<file path="src/rtl/mini_src_ctrl_seq.sv">
// Control-step sequencer for the Mini SRC datapath: fetch, decode and per-class execute
// sequencing with a memory ready/timeout handshake, a halt state and illegal-opcode flagging.
module mini_src_ctrl_seq #(
  parameter int DATA_W    = 32,
  parameter int ALU_CTL_W = 5,
  parameter int WAIT_MAX  = 15
) (
  input  logic                 clk,
  input  logic                 clr,
  input  logic                 start,
  input  logic [DATA_W-1:0]    ir,
  input  logic                 mem_ready,
  output logic                 pc_out,
  output logic                 inc_pc,
  output logic                 mar_en,
  output logic                 read,
  output logic                 write,
  output logic                 mdr_en,
  output logic                 mdr_out,
  output logic                 ir_en,
  output logic                 gra,
  output logic                 grb,
  output logic                 grc,
  output logic                 r_in,
  output logic                 r_out,
  output logic                 ba_out,
  output logic                 c_out,
  output logic                 y_en,
  output logic                 z_en,
  output logic                 zlo_out,
  output logic                 zhi_out,
  output logic                 lo_en,
  output logic                 hi_en,
  output logic [ALU_CTL_W-1:0] alu_control,
  output logic [3:0]           step,
  output logic                 busy,
  output logic                 done,
  output logic                 illegal,
  output logic                 bus_err
);
  localparam logic [3:0] S_IDLE = 4'd0, S_T0 = 4'd1, S_T1 = 4'd2, S_T2 = 4'd3, S_T3 = 4'd4,
                         S_T4 = 4'd5, S_T5 = 4'd6, S_T6 = 4'd7, S_T7 = 4'd8, S_HALT = 4'd9;
  localparam logic [4:0] OP_LD = 5'd0, OP_LDI = 5'd1, OP_ST = 5'd2, OP_NOP = 5'd26, OP_HALT = 5'd27;
  localparam int               CNT_W      = $clog2(WAIT_MAX + 2);
  localparam logic [CNT_W-1:0] WAIT_LIM   = CNT_W'(WAIT_MAX);
  localparam bit               TIMEOUT_EN = (WAIT_MAX != 0);
  localparam logic [ALU_CTL_W-1:0] ALU_ADD = ALU_CTL_W'(3), ALU_AND = ALU_CTL_W'(5),
                                   ALU_OR  = ALU_CTL_W'(6);

  logic [3:0]       r_state, w_next;
  logic [4:0]       r_opcode;
  logic [CNT_W-1:0] r_wait_cnt;
  logic [4:0]       w_ir_op;
  logic             w_unused_ir;
  logic w_rtype, w_imm, w_muldiv, w_negnot, w_ld, w_st, w_ldi, w_halt, w_bad_op;
  logic w_in_wait, w_timeout, w_cnt_inc, w_last;

  assign w_ir_op     = ir[DATA_W-1 -: 5];
  assign w_unused_ir = ^ir[DATA_W-6:0];

  assign w_rtype  = (r_opcode >= 5'd3)  && (r_opcode <= 5'd11);
  assign w_imm    = (r_opcode >= 5'd12) && (r_opcode <= 5'd14);
  assign w_muldiv = (r_opcode == 5'd15) || (r_opcode == 5'd16);
  assign w_negnot = (r_opcode == 5'd17) || (r_opcode == 5'd18);
  assign w_ld     = (r_opcode == OP_LD);
  assign w_st     = (r_opcode == OP_ST);
  assign w_ldi    = (r_opcode == OP_LDI);
  assign w_halt   = (r_opcode == OP_HALT);
  assign w_bad_op = (r_opcode > 5'd18) && (r_opcode != OP_NOP) && !w_halt;

  assign w_in_wait = (r_state == S_T1) || ((r_state == S_T6) && w_ld) || ((r_state == S_T7) && w_st);
  // A ready arriving on the limit cycle beats the timeout.
  assign w_timeout = TIMEOUT_EN && w_in_wait && !mem_ready && (r_wait_cnt == WAIT_LIM);
  assign w_cnt_inc = TIMEOUT_EN && w_in_wait && !mem_ready && !w_timeout;

  // nop is recognised in T2, before the opcode register has been loaded, so it reads ir directly.
  assign w_last = ((r_state == S_T2) && (w_ir_op == OP_NOP)) ||
                  ((r_state == S_T4) && w_negnot) ||
                  ((r_state == S_T5) && (w_rtype || w_imm || w_ldi)) ||
                  ((r_state == S_T6) && w_muldiv) ||
                  ((r_state == S_T7) && w_ld) ||
                  ((r_state == S_T7) && w_st && mem_ready);

  always_ff @(posedge clk) begin
    if (!clr) begin
      r_state    <= S_IDLE;
      r_opcode   <= '0;
      r_wait_cnt <= '0;
    end else begin
      r_state <= w_next;
      if (r_state == S_T2) r_opcode <= w_ir_op;
      if (w_cnt_inc) r_wait_cnt <= r_wait_cnt + CNT_W'(1);
      else           r_wait_cnt <= '0;
    end
  end

  always_comb begin
    w_next = r_state;
    case (r_state)
      S_IDLE: if (start) w_next = S_T0;
      S_T0:   w_next = S_T1;
      S_T1:   if (mem_ready) w_next = S_T2; else if (w_timeout) w_next = S_IDLE;
      S_T2:   w_next = S_T3;
      S_T3:   if (w_halt) w_next = S_HALT; else if (w_bad_op) w_next = S_IDLE; else w_next = S_T4;
      S_T4:   w_next = S_T5;
      S_T5:   w_next = S_T6;
      S_T6:   if (!w_ld || mem_ready) w_next = S_T7; else if (w_timeout) w_next = S_IDLE;
      S_T7:   if (w_timeout) w_next = S_IDLE;
      S_HALT: w_next = S_HALT;
      default: w_next = S_IDLE;
    endcase
    if (w_last) w_next = start ? S_T0 : S_IDLE;
  end

  always_comb begin
    {pc_out, inc_pc, mar_en, read, write, mdr_en, mdr_out, ir_en} = '0;
    {gra, grb, grc, r_in, r_out, ba_out, c_out, y_en, z_en, zlo_out, zhi_out, lo_en, hi_en} = '0;
    alu_control = '0;
    step    = r_state;
    busy    = (r_state >= S_T0) && (r_state <= S_T7);
    done    = w_last;
    illegal = (r_state == S_T3) && w_bad_op;
    bus_err = w_timeout;
    case (r_state)
      S_T0: {pc_out, mar_en, inc_pc} = 3'b111;
      S_T1: {read, mdr_en} = 2'b11;
      S_T2: {mdr_out, ir_en} = 2'b11;
      S_T3: begin
        if (w_rtype || w_imm)        {grb, r_out, y_en} = 3'b111;
        if (w_muldiv)                {gra, r_out, y_en} = 3'b111;
        if (w_ldi || w_ld || w_st)   {grb, ba_out, y_en} = 3'b111;
        if (w_negnot) begin
          {grb, r_out, z_en} = 3'b111;
          alu_control = ALU_CTL_W'(r_opcode);
        end
      end
      S_T4: begin
        if (w_rtype || w_muldiv) begin
          {grc, r_out, z_en} = {w_rtype, 2'b11};
          grb = w_muldiv;
          alu_control = ALU_CTL_W'(r_opcode);
        end
        if (w_imm || w_ldi || w_ld || w_st) begin
          {c_out, z_en} = 2'b11;
          alu_control = (r_opcode == 5'd13) ? ALU_AND : (r_opcode == 5'd14) ? ALU_OR : ALU_ADD;
        end
        if (w_negnot) {zlo_out, gra, r_in} = 3'b111;
      end
      S_T5: begin
        if (w_rtype || w_imm || w_ldi) {zlo_out, gra, r_in} = 3'b111;
        if (w_muldiv)                  {zlo_out, lo_en} = 2'b11;
        if (w_ld || w_st)              {zlo_out, mar_en} = 2'b11;
      end
      S_T6: begin
        if (w_muldiv) {zhi_out, hi_en} = 2'b11;
        if (w_ld)     {read, mdr_en} = 2'b11;
        if (w_st)     {gra, r_out, mdr_en} = 3'b111;
      end
      S_T7: begin
        if (w_ld) {mdr_out, gra, r_in} = 3'b111;
        if (w_st) write = 1'b1;
      end
      default: ;
    endcase
  end
endmodule

</file>
<file path="config.mk">
export PLATFORM = sky130hd
export DESIGN_NAME = mini_src_ctrl_seq
export DESIGN_NICKNAME = d
export VERILOG_FILES = /design/src/rtl/mini_src_ctrl_seq.sv
export SDC_FILE = /design/constraint.sdc
export NUM_CORES = 1
export LEC_CHECK = 0
export BUFFER_PORTS_ARGS = -buffer_cell sky130_fd_sc_hd__buf_2
export CAP_MARGIN = 10
export CORE_MARGIN = 2
export CORE_UTILIZATION = 49
export CTS_CLUSTER_SIZE = 40
export DETAILED_ROUTE_END_ITERATION = 8
export GPL_TIMING_DRIVEN = 1
export PLACE_DENSITY = 0.85
export SLEW_MARGIN = 25
export SYNTH_ARGS = -nofsm -noshare
export SYNTH_HDL_FRONTEND = slang
export SYNTH_SLANG_ARGS = --single-unit
</file>
<file path="constraint.sdc">
create_clock -name clk -period 3.7 [get_ports clk]
set_input_delay 0.74 -clock clk [delete_from_list [all_inputs] [get_ports clk]]
set_output_delay 0.74 -clock clk [all_outputs]
set_load 0.01 [all_outputs]
</file>
==> out/metrics.csv, run 1 <==
metric,value,unit
layout-drive-gt1-share,0.241,
postPlaceCellArea,1540,um^2
grt_pass1_wl,5800,um
yosysTopAreaCellShare,0.202,
drc_errors,0,
nets,268,
route.met2.wl,1590,um
ir_worst_vdd,294,uV
dp_hpwl,2630,um
synth_xor_area_frac,0.0253,
grt.total_usage,0.216,
synth_area_leader_cell,dfxtp_1,
cts_max_level,1,
cts_resized,0,
pwr-share-clk,0.241,
r2r-start,r_opcode[4],
timing.fmax,321,MHz
drtIter0Drc,114,
synth_top_family_by_area,simple AND/OR/NAND/NOR gates,
setup_tns,0,ns
p_int,0.000227,W
path_class,flop to output pin,
port_buffers,42,
die_x,57.2,um
rows,19,
yosys.area_share.adder,0.0181,
hold_viol_final,0,
wl,3500,um
grt_max_degree,25,
clkLatencyLatePin,0.27,ns
syn_nets,239,
fin_cells,259,
ant_nets,0,
ioPinCount,70,
cts_tree,yes,
cp.required,2.96,ns
synth-simple-area-share,0.378,
avgRoutedWirePerCell,13.5,um
cap_violations,0,
post_cts_buffers,0,
top_layer_used,met4,
rsz0062_at_grt,no,
yosysUniqueCellTypes,51,
tightest_slew,0.738,ns
fp.dieArea,3270,um^2
power_frac_comb,0.237,
ys_warn_count,0,
drv_slew,0,
vias_per_cell,6.03,
cts-root-buf,clkbuf_4,
setup_viol,0,
p_seq_frac,0.522,
hp-class,flop to flop,
wl_met1,1530,um
critPathMaxFanout,24,
stdcell_area,1560,um^2
ys_seq_area_frac,0.202,
switching_share,0.300,
cts.clk_slew.worst_paths,0.07,ns
synthMuxAreaShare,0.0181,
period_share,0.842,
max_slew_margin,0.507,
firstDrtPassIters,5,
outcome,completed,
syn_area_per_cell,6.90,um^2
power.leakage,0.692,nW
area_delta_synth_final,12.7,%
route.met3.wl,346,um
cp-end-kind,output pin,
clock_skew,0.00214,ns
synth_area,1390,um^2
period_needed,3.11,ns
grt_overflow,0,
place.gp.congestion,0.910,
power.switching,0.0000976,W
min-delay-start,r_wait_cnt[0],
power_density,208,nW/um^2
antenna_found_initial,0,
die_h,57.2,um
synthCells,201,
cts_buffers,3,
synth_compound_area_frac,0.271,
diodes,0,
hold_buffers,0,
core_area,2710,um^2
worstPathArrival,2.37,ns
grt_pass1_vias,1321,
startpoint,r_opcode[4],
via_count,1562,
synth_area_leaders,"dfxtp_1 (20%), nand2_1 (7.3%), nor2_1 (5.7%)",
clock-sinks,14,
dp.cells,256,
clockBufferDepth,2,
start_util,0.512,
cp-start-kind,flop,
ys_ff_latch,14,
==> sequential cells by signal, indices dropped and copies added, names as in the netlist <==
| register | flops |
|---|---|
| r_opcode | 5 |
| step | 4 |
| r_wait_cnt | 5 |
==> cell families after synthesis <==
family,after synthesis
AND/OR/NAND/NOR,99
flip-flops,14
multiplexers,2
buffers and inverters,25
adder cells (fa/ha/maj),2
AO/OA/AOI/OAI,55
XOR/XNOR,4
==> synth_stat cells (all sizes together) <==
cell type / count
xnor2: 2
a22o: 1
o31ai: 1
nor4b: 1
o31a: 1
a21boi: 5
mux2i: 1
clkbuf: 5
a31o: 1
ha: 2
nand4: 3
nand4bb: 3
nand3: 6
and3: 3
and2: 6
a211oi: 2
o32a: 1
o22ai: 2
a21oi: 11
o21ai: 13
inv: 7
o211ai: 3
o221a: 1
o22a: 7
o32ai: 1
or3b: 2
nand2b: 4
nand3b: 3
a31oi: 2
or3: 1
mux2: 1
nor4: 2
buf: 13
a211o: 1
or2: 4
nand2: 27
nand4b: 1
nor2: 21
nor2b: 4
dfxtp: 14
a21o: 2
nor3: 8
xor2: 2
==> power groups by stage <==
stage                     clock (W)  combinational, W  sequential [W]
final                     0.0000784         0.0000769        0.000170
after global routing      0.0000900         0.0000856        0.000171
after CTS                 0.0000827         0.0000766        0.000169
after detailed placement          0         0.0000765        0.000173
after global placement            0         0.0000756        0.000173
after floorplan                   0         0.0000632        0.000163
==> layout make-up <==
class / instances / area [um^2]
fillers: 271 / 1150
multi-input cells: 162 / 985
flip-flops and latches: 14 / 280
repair buffers: 42 / 210
well taps: 31 / 38.8
inverters: 7 / 26.3
clock buffers: 3 / 22.5
==> placed cells by master, fill, tap and decap left out, types with 3 or more instances in the layout <==
master	instances
nand2_1	27
nand4_1	3
o21ai_0	7
inv_1	4
nand3b_1	3
o22a_1	7
buf_2	42
nand2b_1	4
dfxtp_1	14
clkbuf_4	3
nand3_1	6
nor2_1	21
or2_1	3
and3_1	3
and2_1	6
nor3_1	7
a21oi_1	11
nand4bb_1	3
o211ai_1	3
o21ai_1	6
inv_2	3
a21boi_1	5
nor2b_1	4
==> layer usage <==
layer  track usage  vias up
met3        0.0272        5
met4        0.0498        0
li1              -      773
met2         0.351       92
met1         0.306      692
met5             0        -
==> worst paths after layout <==
kind,end,slack [ns],depth (start not counted)
min reg2reg,r_wait_cnt[0],0.45,1
max,alu_control[4],0.59,6
min,r_wait_cnt[0],0.45,1
max reg2reg,step[0],1.66,5
==> through the flow <==
stage	util	hold WS [ns]	power, W	setup slack [ns]
after CTS	0.577	0.454	0.000329	0.589
after floorplan	-	0.418	0.000226	1.44
final	0.577	0.454	0.000325	0.585
after global placement	0.568	0.433	0.000248	0.896
after global routing	0.577	0.463	0.000347	0.448
after detailed placement	0.568	0.444	0.000249	0.897
==> critical path, stage by stage (launching register included) <==
cell and delay, ns:
dfxtp_1 0.80, or3b_4 0.47, mux2_4 0.26, o22a_1 0.18
o22ai_2 0.11, and2_1 0.15, buf_2 0.12
Power figures use the tool's default switching activity.
==> run 2, diff against run 1 <==
--- a/config.mk
+++ b/config.mk
@@ -8,11 +8,11 @@
 export BUFFER_PORTS_ARGS = -buffer_cell sky130_fd_sc_hd__buf_2
 export CAP_MARGIN = 10
 export CORE_MARGIN = 2
-export CORE_UTILIZATION = 49
+export CORE_UTILIZATION = 46
 export CTS_CLUSTER_SIZE = 40
 export DETAILED_ROUTE_END_ITERATION = 8
 export GPL_TIMING_DRIVEN = 1
-export PLACE_DENSITY = 0.85
+export PLACE_DENSITY = 0.81
 export SLEW_MARGIN = 25
 export SYNTH_ARGS = -nofsm -noshare
 export SYNTH_HDL_FRONTEND = slang
==> constraint.sdc (replaced) <==
create_clock -name clk -period 3 [get_ports clk]
set_input_delay 0.6 -clock clk [delete_from_list [all_inputs] [get_ports clk]]
set_output_delay 0.6 -clock clk [all_outputs]
set_load 0.01 [all_outputs]
==> run 2 against run 1 <==
The flow now finishes with violations (design-rule violations). First-iteration DRC count is 24% lower. Clock skew grew 0.00057 ns. Setup slack got worse by 0.41 ns. Routed wire length grew 3.0%. Non-clock buffer count grew 6. Critical path depth unchanged. Sequential power rose by 21%.
==> out/metrics.csv, run 2 (synthesis results as in run 1) <==
metric,value,unit
outcome,finished with violations,
violations,design-rule violations,
cp-start-kind,flop,
clockBufferDepth,2,
vias_per_cell,5.91,
die_h,58.9,um
via_count,1565,
cts_max_level,1,
fin_cells,265,
rsz0062_at_grt,no,
worstPathArrival,2.22,ns
setup_viol,0,
min-delay-start,r_wait_cnt[0],
power.leakage,0.723,nW
cts-root-buf,clkbuf_4,
power,0.000408,W
timing.fmax,354,MHz
clock-sinks,14,
cts.clk_slew.worst_paths,0.07,ns
final_cell_mix,"buf_2 (42), nand2_1 (27), nor2_1 (21)",
power_frac_comb,0.247,
grt_overflow,0,
place.gp.congestion,0.959,
pwr-share-clk,0.249,
antenna_found_initial,0,
avgRoutedWirePerCell,13.6,um
grt.total_usage,0.212,
layout.area.seq,280,um^2
switching_share,0.308,
rows,19,
hp-class,flop to flop,
power.switching,0.000126,W
port_buffers,42,
tightest_slew,0.535,ns
grt_pass1_vias,1308,
cts_tree,yes,
path_class,flop to output pin,
critPathMaxFanout,17,
dp.cells,262,
r2r_slack,1.06,ns
cts_resized,0,
r2r-start,step[2],
mostFrequentLayoutCell,buf_2,
hold_viol_final,0,
max_stage_delay,0.66,ns
ioPinCount,70,
clock_skew,0.00272,ns
die_x,58.9,um
drc_errors,5,
cap_violations,0,
grt_pass1_wl,5770,um
cp_num_cells,6,
post_cts_buffers,0,
drtIter0Drc,87,
cts_buffers,3,
firstDrtPassIters,7,
wl,3600,um
hold_path_end,r_wait_cnt[0],
clkLatencyLatePin,0.28,ns
diodes,0,
p_seq_frac,0.504,
start_util,0.494,
multiInputGateArea,985,um^2
layout-drive-gt1-share,0.261,
rr_endpoint,step[0],
area_delta_synth_final,16.0,%
period_needed,2.82,ns
nets,274,
dp_hpwl,2770,um
holdPathStages,1,
ant_nets,0,
cp.required,2.40,ns
fillerInstances,290,
cp_top_family,simple AND/OR/NAND/NOR gates,
period_share,0.942,
p_int,0.000283,W
reg2reg_depth,5,
fp.dieArea,3470,um^2
power_density,254,nW/um^2
core_area,2810,um^2
ir_worst_vdd,261,uV
critPathBufInv,1,
cp-end-kind,output pin,
max_slew_margin,0.643,
setup_tns,0,ns
grt_max_degree,18,
drv_slew,0,
hold_buffers,0,
slowest_stage,dfxtp_1,
cp_cell_sequence,nand4bb_1 -> nor2_1 -> nand2_1 -> o22a_1 -> o21ai_1 -> buf_2,
[run 2: cell count changes in the layout (fill, tap and decap cells not counted)]
| cell | delta |
|---|---|
| buf_4 | +6 |
[run 2: power groups by stage]
stage          combinational, W  sequential [W]  clock, W
6_report               0.000101        0.000206  0.000101
5_1_grt                0.000112        0.000208  0.000114
4_1_cts                0.000101        0.000206  0.000104
3_5_place_dp           0.000100        0.000210         0
3_3_place_gp          0.0000990        0.000210         0
2_1_floorplan         0.0000779        0.000201         0
[run 2: layout make-up]
type	count	share of cell area
Timing Repair Buffer	48	0.159
Clock buffer	3	0.0140
Tap cell	31	0.0241
Sequential cell	14	0.174
Multi-Input combinational cell	162	0.612
Inverter	7	0.0163
[run 2: worst max path at each step]
stage	startpoint	to
floorplan	r_opcode[0]	alu_control[3]
global placement	step[2]	c_out
detailed placement	step[2]	alu_control[1]
CTS	step[2]	alu_control[1]
global route	step[2]	gra
finish	step[2]	alu_control[1]
[run 2: per-layer routing]
layer,vias to the layer above,track usage,part of all wire
met5,-,0,0
met4,0,0.0747,0.012
met3,5,0.0242,0.082
met2,72,0.340,0.46
met1,700,0.293,0.45
li1,788,-,-
[run 2: metrics by stage]
step                      hold slack [ns]  worst slack [ns]   util  instance area, um^2
final                               0.455             0.175  0.573                 1610
after global routing                0.477            0.0766  0.573                 1610
after CTS                           0.459             0.235  0.573                 1610
after detailed placement            0.448             0.533  0.565                 1590
after global placement              0.431             0.579  0.565                 1590
after floorplan                     0.418             0.880      -                 1390
==> run 3, diff against run 2 <==
==> constraint.sdc (replaced) <==
create_clock -name clk -period 3 [get_ports clk]
set_input_delay 0.45 -clock clk [delete_from_list [all_inputs] [get_ports clk]]
set_output_delay 0.45 -clock clk [all_outputs]
set_load 0.01 [all_outputs]
==> run 3 against run 2 <==
The run still ends with design-rule violations left. Flip-flop and latch count is the same. Core utilization down 0.80 points. Via count fell by 1.3%. Sequential power barely moved. Global-route usage up 1.2 points. Total power increased by 0.13%. Clock skew shrank 0.0011 ns. First-iteration DRC count increased by 11%. Routed wire length rose by 1.7%. Count of clock-buffer cells in the layout is the same. Clock power is essentially flat. Critical endpoint unchanged.
==> out/metrics.csv, run 3 (synthesis results as in run 1) <==
metric,value,unit
hold_buffers,0,
diodes,0,
grt_max_degree,19,
multiInputGateArea,985,um^2
layout.area.seq,280,um^2
fillerInstances,274,
use_met3,0.0418,
violations,design-rule violations,
post_cts_buffers,0,
tightest_slew,0.611,ns
clock_skew,0.00167,ns
grt_overflow,0,
rsz0062_at_grt,no,
path_class,flop to output pin,
cts_resized,0,
worstPathArrival,2.21,ns
cts_max_level,1,
grt_pass1_wl,6100,um
max_stage_delay,0.65,ns
die_x,58.9,um
clock-sinks,14,
nets,271,
vias_per_cell,5.89,
dp_hpwl,2800,um
cts_buffers,3,
via_count,1544,
max_slew_margin,0.592,
rows,19,
fin_cells,262,
cp.required,2.55,ns
die_h,58.9,um
mostFrequentLayoutCell,buf_2,
slowest_stage,dfxtp_1,
layout-drive-gt1-share,0.251,
power_density,258,nW/um^2
hold_viol_final,0,
core_area,2810,um^2
period_share,0.887,
power.leakage,0.707,nW
ir_worst_vdd,253,uV
final_cell_mix,"buf_2 (42), nand2_1 (27), nor2_1 (21)",
setup_tns,0,ns
drtIter0Drc,97,
period_needed,2.66,ns
cp-start-kind,flop,
outcome,finished with violations,
place.gp.congestion,0.951,
avgRoutedWirePerCell,14.0,um
drc_errors,5,
drv_slew,0,
timing.fmax,376,MHz
fp.dieArea,3470,um^2
hp-class,input port to flop,
port_buffers,42,
start_util,0.494,
wl,3660,um
gr-usage-met1,0.287,
clkLatencyLatePin,0.28,ns
ioPinCount,70,
cp-end-kind,output pin,
critPathMaxFanout,17,
busiest_layer,met2,
antenna_found_initial,0,
cp_cell_sequence,nand4bb_1 -> nor2_1 -> nand2_1 -> o22a_1 -> o21ai_1 -> buf_2,
cts-root-buf,clkbuf_4,
met2_usage,0.370,
area_delta_synth_final,14.4,%
clockBufferDepth,2,
cap_violations,0,
cts_tree,yes,
setup_viol,0,
firstDrtPassIters,6,
ant_nets,0,
cts.clk_slew.worst_paths,0.08,ns
grt_pass1_vias,1396,
grt.total_usage,0.224,
dp.cells,259,
run 3: path summary, 6_finish.rpt:
path / slack [ns] / cells past startpoint / endpoint / startpoint
worst min-delay path: 0.42 / 3 / r_opcode[1] / ir[28]
worst min register to register: 0.45 / 1 / r_wait_cnt[0] / r_wait_cnt[0]
worst max-delay path: 0.34 / 6 / alu_control[1] / step[2]
worst max register to register: 1.08 / 5 / step[0] / step[2]
run 3: where the power goes:
| group | switching, W | internal (W) |
|---|---|---|
| clock network | 0.0000568 | 0.0000466 |
| registers | 0.0000175 | 0.000191 |
| logic | 0.0000531 | 0.0000444 |
| total | 0.000127 | 0.000282 |
run 3: per-stage QoR:
step	hold WS [ns]	setup slack (ns)	cell area, um^2	util	power, W
2_1_floorplan	0.418	1.03	1390	-	0.000279
6_report	0.417	0.339	1590	0.565	0.000409
5_1_grt	0.424	0.161	1590	0.565	0.000434
3_5_place_dp	0.445	0.698	1560	0.557	0.000309
4_1_cts	0.413	0.381	1590	0.565	0.000412
3_3_place_gp	0.429	0.707	1560	0.557	0.000308
run 3: layout make-up:
| class | instances | area share |
|---|---|---|
| well taps | 31 | 0.0245 |
| clock buffers | 3 | 0.0142 |
| multi-input cells | 162 | 0.621 |
| flip-flops and latches | 14 | 0.177 |
| inverters | 7 | 0.0166 |
| repair buffers | 45 | 0.147 |
run 3: worst max-delay path, delay by kind of cell (launching register included):
family,cells,cell delay (ns)
flip-flops,1,0.65
AND/OR/NAND/NOR,3,0.81
buffers and inverters,1,0.15
AO/OA/AOI/OAI,2,0.32
run 3: metal layers:
layer / up-vias / wire length, um
met5: - / 0
met3: 4 / 284
li1: 783 / -
met1: 690 / 1620
met2: 67 / 1730
met4: 0 / 25
